**src/rtl/serial_eq_controller.sv**
```systemverilog
// Serial equality controller: walks two latched WIDTH-bit operands through an
// external 2-bit comparator, one slice per clock, and registers the verdict.
module serial_eq_controller #(
    parameter int unsigned WIDTH      = 16,
    parameter bit          EARLY_EXIT = 1'b1
) (
    input  logic             clk,
    input  logic             reset,
    input  logic             start,
    input  logic [WIDTH-1:0] a,
    input  logic [WIDTH-1:0] b,
    output logic [1:0]       cmp_a,
    output logic [1:0]       cmp_b,
    input  logic             cmp_eq,
    output logic             busy,
    output logic             done,
    output logic             eq
);

    localparam int unsigned    NSLICE   = WIDTH / 2;
    localparam int unsigned    IDXW     = (NSLICE > 1) ? $clog2(NSLICE) : 1;
    localparam logic [IDXW-1:0] LAST_IDX = IDXW'(NSLICE - 1);

    typedef enum logic [1:0] {
        S_IDLE,
        S_RUN,
        S_DONE
    } state_t;

    state_t            state_q, state_d;
    logic [IDXW-1:0]   idx_q, idx_d;
    logic [WIDTH-1:0]  a_q, a_d;
    logic [WIDTH-1:0]  b_q, b_d;
    logic              acc_q, acc_d;
    logic              eq_q, eq_d;
    logic [WIDTH-1:0]  a_sh, b_sh;

    always_ff @(posedge clk or posedge reset) begin
        if (reset) begin
            state_q <= S_IDLE;
            idx_q   <= '0;
            a_q     <= '0;
            b_q     <= '0;
            acc_q   <= 1'b0;
            eq_q    <= 1'b0;
        end else begin
            state_q <= state_d;
            idx_q   <= idx_d;
            a_q     <= a_d;
            b_q     <= b_d;
            acc_q   <= acc_d;
            eq_q    <= eq_d;
        end
    end

    // Slice selection by shifting avoids an index-width mismatch on the part select.
    assign a_sh = a_q >> {idx_q, 1'b0};
    assign b_sh = b_q >> {idx_q, 1'b0};

    always_comb begin
        state_d = state_q;
        idx_d   = idx_q;
        a_d     = a_q;
        b_d     = b_q;
        acc_d   = acc_q;
        eq_d    = eq_q;
        busy    = 1'b0;
        done    = 1'b0;
        cmp_a   = '0;
        cmp_b   = '0;
        case (state_q)
            S_IDLE: begin
                if (start) begin
                    a_d     = a;
                    b_d     = b;
                    idx_d   = '0;
                    acc_d   = 1'b1;
                    state_d = S_RUN;
                end
            end
            S_RUN: begin
                busy  = 1'b1;
                cmp_a = a_sh[1:0];
                cmp_b = b_sh[1:0];
                acc_d = acc_q & cmp_eq;
                if (!cmp_eq && EARLY_EXIT) begin
                    eq_d    = 1'b0;
                    state_d = S_DONE;
                end else if (idx_q == LAST_IDX) begin
                    eq_d    = acc_q & cmp_eq;
                    state_d = S_DONE;
                end else begin
                    idx_d = idx_q + 1'b1;
                end
            end
            S_DONE: begin
                done    = 1'b1;
                state_d = S_IDLE;
            end
            default: state_d = S_IDLE;
        endcase
    end

    assign eq = eq_q;

endmodule

```
**config.mk**
```make
export PLATFORM = sky130hd
export DESIGN_NAME = serial_eq_controller
export DESIGN_NICKNAME = d
export VERILOG_FILES = /design/src/rtl/serial_eq_controller.sv
export SDC_FILE = /design/constraint.sdc
export NUM_CORES = 1
export LEC_CHECK = 0
export CORE_UTILIZATION = 38
export DETAILED_ROUTE_END_ITERATION = 8
export PLACE_DENSITY = 0.61
export SKIP_CTS_REPAIR_TIMING = 1
export SYNTH_ARGS = -nofsm -noshare
export SYNTH_HDL_FRONTEND = slang
export SYNTH_SLANG_ARGS = --single-unit
```
**constraint.sdc**
```tcl
create_clock -name clk -period 1.75 [get_ports clk]
set_input_delay 0.2625 -clock clk [delete_from_list [all_inputs] [get_ports clk]]
set_output_delay 0.2625 -clock clk [all_outputs]
set_load 0.05 [all_outputs]
```
==> impl_metrics.xml <==
<?xml version="1.0" encoding="UTF-8"?>
<metrics>
  <group name="route">
    <metric name="drt_pre_antenna_iters" unit="">7</metric>
    <metric name="route.detailed.drc" unit="">1</metric>
    <metric name="dr.first_iter.drc_count" unit="">55</metric>
    <metric name="drt_wl_total" unit="um">3700</metric>
    <metric name="via_per_inst" unit="">5.22</metric>
    <metric name="route.detailed.wl_per_inst" unit="um">15.8</metric>
    <metric name="route.vias.total" unit="">1222</metric>
    <metric name="ant_nets" unit="">0</metric>
  </group>
  <group name="clock_network">
    <metric name="cts-htree-levels" unit="">2</metric>
    <metric name="clock_tree_from_tritoncts" unit="">yes</metric>
    <metric name="clock_latency" unit="ns">0.29</metric>
    <metric name="cts-buffers-inserted" unit="">5</metric>
    <metric name="clock_sinks" unit="">39</metric>
    <metric name="ctsLongestPathBuffers" unit="">2</metric>
    <metric name="clk_transition_reported_paths" unit="ns">0.07</metric>
    <metric name="ctsRootBufferMaster" unit="">sky130_fd_sc_hd__clkbuf_8</metric>
  </group>
  <group name="critical_path">
    <metric name="critical_path_peak_fanout" unit="">5</metric>
    <metric name="reg2reg_depth" unit="">5</metric>
    <metric name="critical_path.cell_chain" unit="">buf_12, mux2i_4, a22oi_2, and4_4, buf_12</metric>
    <metric name="r2r-end" unit="">idx_q[0]</metric>
    <metric name="worst_ep_arrival_time" unit="ns">1.68</metric>
    <metric name="register_to_register_setup_slack" unit="ns">0.06</metric>
    <metric name="path_common_cell" unit="">sky130_fd_sc_hd__buf_12</metric>
    <metric name="largest_stage_delay_worst_path" unit="ns">0.47</metric>
    <metric name="worst-endpoint-required" unit="ns">1.49</metric>
    <metric name="criticalPathCategory" unit="">register to primary output</metric>
    <metric name="regToRegStartpoint" unit="">idx_q[0]</metric>
    <metric name="setup.worst_path.end_class" unit="">primary output</metric>
    <metric name="setup.worst_path.start_class" unit="">register</metric>
    <metric name="cp_max_stage_cell" unit="">sky130_fd_sc_hd__dfrtp_2</metric>
  </group>
  <group name="timing">
    <metric name="setup_slack" unit="ns">-0.190</metric>
    <metric name="layout_worst_path_cycle_share" unit="">1.11</metric>
    <metric name="slew_viol_final" unit="">0</metric>
    <metric name="fmax" unit="MHz">515</metric>
    <metric name="rsz_0062_raised_after_global_routing" unit="">yes</metric>
    <metric name="finClkSkew" unit="ns">0.00644</metric>
    <metric name="timing.slew.headroom" unit="">0.674</metric>
    <metric name="finalCriticalPeriod" unit="ns">1.94</metric>
    <metric name="final-setup-viol-count" unit="">4</metric>
    <metric name="tightestPinTransition" unit="ns">0.489</metric>
    <metric name="hold_viol" unit="">0</metric>
    <metric name="totalNegativeSetupSlack" unit="ns">-0.662</metric>
  </group>
  <group name="synthesis">
    <metric name="synth.yosys.seq_area_share" unit="">0.538</metric>
    <metric name="share_of_synthesized_cell_area_in_full_adder_half_adder_and_majority_cells" unit="">0.0138</metric>
    <metric name="synthesis.area_per_instance" unit="um2">13.8</metric>
    <metric name="synth_top_family_by_area" unit="">multiplexers</metric>
    <metric name="synth.distinct_cells" unit="">22</metric>
    <metric name="syn_nets" unit="">169</metric>
    <metric name="synth_compound_area_frac" unit="">0.0352</metric>
    <metric name="post_synth_and_or_nand_nor_area_fraction" unit="">0.0807</metric>
    <metric name="netlist_instances" unit="">131</metric>
    <metric name="synth.cell_area" unit="mm2">0.00181</metric>
    <metric name="synthXorXnorAreaFrac" unit="">0</metric>
    <metric name="flip_flop_and_latch_count_after_synthesis" unit="">39</metric>
    <metric name="yosysWarningCount" unit="">0</metric>
    <metric name="synth.mux.area_fraction" unit="">0.293</metric>
  </group>
  <group name="floorplanning">
    <metric name="floorplan.initialDensity" unit="">0.405</metric>
    <metric name="placement_rows" unit="">24</metric>
    <metric name="io_pins" unit="">43</metric>
    <metric name="fp.dieArea" unit="mm2">0.00505</metric>
    <metric name="fp.coreArea" unit="mm2">0.00447</metric>
    <metric name="die_h" unit="um">71.1</metric>
    <metric name="die_x" unit="um">71.1</metric>
  </group>
  <group name="placed_design">
    <metric name="buffer_ports.inserted" unit="">42</metric>
    <metric name="routabilityCongestion" unit="">0.767</metric>
    <metric name="placedCellCount" unit="">224</metric>
    <metric name="place.detailed.hpwl" unit="um">2600</metric>
  </group>
  <group name="pwr">
    <metric name="max-vdd-ir-drop" unit="uV">737</metric>
    <metric name="powerDensity" unit="mW/mm2">1640</metric>
    <metric name="p_leak" unit="uW">0.00105</metric>
    <metric name="totalPowerFinal" unit="uW">4200</metric>
  </group>
  <group name="worst_hold_path">
    <metric name="worstHoldPathType" unit="">primary input to async pin</metric>
  </group>
  <group name="grt">
    <metric name="pin_count_of_the_biggest_net_entering_global_routing" unit="">40</metric>
    <metric name="grt_busiest_layer" unit="">met2</metric>
    <metric name="grt.met2_usage" unit="">0.263</metric>
    <metric name="gr-total-overflow" unit="">0</metric>
    <metric name="grt_first_pass_wirelength" unit="um">6250</metric>
    <metric name="global_route.usage.met1" unit="">0.211</metric>
    <metric name="first_global_vias" unit="">1288</metric>
    <metric name="globalRouteMet3Util" unit="">0.0456</metric>
    <metric name="grtUsageTotal" unit="">0.164</metric>
    <metric name="antenna_found_initial" unit="">0</metric>
  </group>
  <group name="layout">
    <metric name="n_fill_cell" unit="">363</metric>
    <metric name="most_common_cell_after_layout_fill_and_taps_aside" unit="">sky130_fd_sc_hd__dfrtp_1</metric>
    <metric name="final_cell_mix" unit="">sky130_fd_sc_hd__dfrtp_1 (38), sky130_fd_sc_hd__clkdlybuf4s50_1 (35), sky130_fd_sc_hd__mux2_2 (31)</metric>
    <metric name="share_of_layout_cells_above_drive_strength_1" unit="">0.368</metric>
    <metric name="design.final.nets" unit="">219</metric>
    <metric name="final_cell_count_no_fill" unit="">234</metric>
    <metric name="antenna-diode-count" unit="">0</metric>
    <metric name="area_growth" unit="%">40.8</metric>
  </group>
  <group name="job">
    <metric name="max_cap_viol_count" unit="">0</metric>
  </group>
  <group name="run_status">
    <metric name="run_status" unit="">finished with violations</metric>
    <metric name="failed_checks" unit="">DRC, setup timing</metric>
  </group>
</metrics>
-- critical path, delay by kind of cell, from the launching register on --
kind | cells | cell delay (ns)
AO/OA/AOI/OAI | 1 | 0.17
buffers and inverters | 2 | 0.30
flip-flops | 1 | 0.47
AND/OR/NAND/NOR | 1 | 0.25
multiplexers | 1 | 0.19
-- synth_stat cells --
cell type | n | share of area
sky130_fd_sc_hd__nor2_1 | 2 | 0.0041
sky130_fd_sc_hd__o22ai_1 | 1 | 0.0035
sky130_fd_sc_hd__o21ai_0 | 1 | 0.0028
sky130_fd_sc_hd__nor3b_4 | 1 | 0.010
sky130_fd_sc_hd__dfrtp_1 | 39 | 0.54
sky130_fd_sc_hd__and4_1 | 4 | 0.019
sky130_fd_sc_hd__nor2b_1 | 2 | 0.0069
sky130_fd_sc_hd__a21oi_1 | 1 | 0.0028
sky130_fd_sc_hd__and2b_1 | 1 | 0.0041
sky130_fd_sc_hd__nand2_1 | 4 | 0.0083
sky130_fd_sc_hd__mux2i_1 | 16 | 0.088
sky130_fd_sc_hd__a22o_1 | 2 | 0.0097
sky130_fd_sc_hd__buf_4 | 1 | 0.0041
sky130_fd_sc_hd__a22oi_1 | 4 | 0.017
sky130_fd_sc_hd__inv_1 | 5 | 0.010
sky130_fd_sc_hd__buf_6 | 4 | 0.025
sky130_fd_sc_hd__mux2_1 | 2 | 0.012
sky130_fd_sc_hd__nand2b_1 | 2 | 0.0069
sky130_fd_sc_hd__and4bb_2 | 1 | 0.0069
sky130_fd_sc_hd__nand3_1 | 5 | 0.014
sky130_fd_sc_hd__ha_1 | 2 | 0.014
sky130_fd_sc_hd__mux2_2 | 31 | 0.19
-- registers in the layout, summed over array words and instances (netlist names) --
signal / cells
a_q: 16
b_q: 16
idx_q: 3
state_q: 2
acc_q: 1
eq: 1
-- how the worst max path moves through the flow --
stage	start	end	slack [ns]	depth (start not counted)
finish	idx_q[0]	cmp_a[0]	-0.19	5
global route	idx_q[0]	cmp_a[0]	-0.25	5
CTS	idx_q[0]	cmp_a[0]	-0.26	5
detailed placement	start	idx_q[0]	0.04	5
global placement	start	idx_q[0]	0.08	5
floorplan	state_q[1]	cmp_a[0]	0.05	3
-- metrics by stage --
step	util	setup WS [ns]	instance area [um2]	hold slack, ns
6_report	0.571	-0.190	2550	0.372
5_1_grt	0.571	-0.246	2550	0.459
4_1_cts	0.547	-0.260	2450	0.394
3_5_place_dp	0.529	0.0411	2360	0.474
3_3_place_gp	0.529	0.0825	2360	0.469
2_1_floorplan	-	0.0535	1820	0.367
-- cell families after synthesis --
group                    after synthesis
AO/OA/AOI/OAI                          9
buffers and inverters                 10
AND/OR/NAND/NOR                       22
multiplexers                          49
adder cells (fa/ha/maj)                2
flip-flops                            39
-- area by class of cell --
cell class	count	area, um2	area share
clock inverters	1	5.00	0.00196
inverters	5	18.8	0.00735
clock buffers	7	76.3	0.0299
repair buffers	48	583	0.228
well taps	52	65.1	0.0255
flip-flops and latches	39	977	0.382
multi-input cells	82	830	0.325
-- per-layer routing --
layer | part of all wire | up-vias | wire length (um)
met1 | 0.45 | 608 | 1670
met3 | 0.042 | 8 | 156
met2 | 0.49 | 27 | 1810
met4 | 0.018 | 0 | 68
li1 | - | 579 | -
met5 | 0 | - | 0
-- report_power, final --
group / switching (uW) / leakage, uW / internal [uW]
logic: 879 / 0.000547 / 1180
registers: 259 / 0.000462 / 1290
clock network: 309 / 0.0000422 / 280
No activity file was read; power rests on OpenSTA's default activity.
==> variant: new RTL, config.mk and constraints unchanged <==
The parameter `WIDTH` goes from 16 to 32.
--- a/src/rtl/serial_eq_controller.sv
+++ b/src/rtl/serial_eq_controller.sv
@@ -1,7 +1,7 @@
 // Serial equality controller: walks two latched WIDTH-bit operands through an
 // external 2-bit comparator, one slice per clock, and registers the verdict.
 module serial_eq_controller #(
-    parameter int unsigned WIDTH      = 16,
+    parameter int unsigned WIDTH      = 32,
     parameter bit          EARLY_EXIT = 1'b1
 ) (
     input  logic             clk,
Ports: changed (resized a and b); port bits go from 43 to 75. No check against the original RTL was run, so the function may have changed too.
==> variant against the original RTL <==
The run ends with setup timing left; clock power rose to 2.6 times the old value; setup slack worse by 0.26 ns; first-iteration DRC count up 82%; wire length up 92%; sequential cell count up 33; count of clock-buffer cells in the layout up 5; area after synthesis up 83%; power up 72%; clock skew up 0.0024 ns; final cell count up 84%; design area up 83%; critical path type unchanged; critical endpoint is now cmp_b[1]; largest cell class unchanged; highest routed layer unchanged.
==> variant: results (changes against the original RTL) <==
netlist_top_cells_count: "dfrtp_1, mux2_2, mux2_1"
violations: "setup timing"
place_area_um2: 4340  # +84%
first_pass_iters: 4  # -3
ys_types: 30  # +36%
htree_levels: 3  # +1
drt-total-wl_um: 7120  # +92%
clk-insertion-delay-late_ns: 0.34  # +0.05 ns
setup_ws_ns: -0.454  # -0.264 ns
nets: 390  # +78%
wl_met3_um: 332  # +110%
fillers: 691  # +90%
hpwl_um: 5170  # +99%
drc: 0  # -1
io_buffers: 74  # +76%
grt_usage: 0.173  # +0.00875
highest_layer: "met4"
dr_total_vias: 2185  # +79%
skew_ns: 0.00880  # +0.00235 ns
drt-met1-wl_um: 3220  # +93%
drtIter0Drc: 100  # +82%
dr_wl_met2_um: 3450  # +91%
drive_gt1_frac: 0.362  # -0.00617
grt_pass1_wl_um: 11400  # +83%
irDropWorstVdd_v: 0.000802  # +8.9%
largestRegisters: "a_q: 32 flops, b_q: 32 flops, idx_q: 4 flops"
synth.area.top_cells: "dfrtp_1, mux2_2, mux4_2"
finalSetupViolations: 4  # unchanged
worst_pin_slew_ns: 0.398  # -0.0903 ns
outcome: "finished, violations left"
dpl_worst_slack_ns: -0.205  # -0.246 ns
synth_nets: 301  # +78%
place.gp.congestion: 0.815  # +6.2%
cts_buffers: 9  # +4
grt_start_max_net_pins: 73  # +83%
ys_seq_area_frac: 0.542  # +0.00444
==> variant: report_power, final <==
part	switching, mW	total, mW	leakage (nW)	internal (mW)
Clock	0.620	1.54	0.115	0.920
Sequential	0.449	2.80	0.849	2.36
Combinational	1.21	2.88	0.909	1.66
Total	2.28	7.22	1.87	4.94
==> variant: worst paths after layout <==
path / cells after the start / startpoint / endpoint / slack (ns)
max in group asynchronous: 3 / reset / idx_q[0] / 1.04
worst max-delay path: 5 / idx_q[0] / cmp_b[1] / -0.45
min in group clk: 1 / b_q[15] / b_q[15] / 0.49
worst min register to register: 1 / b_q[15] / b_q[15] / 0.49
worst max register to register: 7 / idx_q[0] / idx_q[3] / 0.05
worst min-delay path: 3 / reset / b_q[29] / 0.36
==> variant: kinds of logic after synthesis <==
family,synth area share
muxes,0.324
DFF,0.542
and+or+nand+nor,0.0599
buffers and inverters,0.0373
AOI/OAI and AO/OA,0.0301
xor gates and xnor gates,0.00264
adders and majority gates,0.00377
==> variant: worst max-delay path, cell delays in order (launching register included) <==
cell,delay (ns)
dfrtp_2,0.44
buf_6,0.14
mux4_2,0.53
a22oi_2,0.22
a31oi_4,0.11
buf_6,0.16
==> variant: final cells by class <==
| cell class | count | area share |
|---|---|---|
| sequential | 72 | 0.385 |
| multi-input combinational | 143 | 0.318 |
| timing repair buffer | 92 | 0.214 |
| clock buffer | 12 | 0.0353 |
| tap | 105 | 0.0281 |
| clock inverter | 4 | 0.0160 |
| inverter | 3 | 0.00347 |
==> variant: through the flow <==
| step | utilization | setup TNS [ns] | total power [mW] | hold WS (ns) | std cells |
|---|---|---|---|---|---|
| CTS | 0.550 | -2.07 | 7.09 | 0.378 | 430 |
| floorplan | - | -0.290 | 4.65 | 0.349 | 232 |
| global route | 0.561 | -2.05 | 7.65 | 0.391 | 431 |
| finish | 0.561 | -1.66 | 7.22 | 0.360 | 431 |
| global placement | 0.521 | -1.13 | 5.51 | 0.467 | 414 |
| detailed placement | 0.521 | -1.54 | 5.55 | 0.474 | 414 |
==> variant: per-layer routing <==
layer,track usage,up-vias
met2,0.268,56
met4,0.0634,0
met1,0.229,1086
met3,0.0510,7
li1,-,1036
met5,0,-
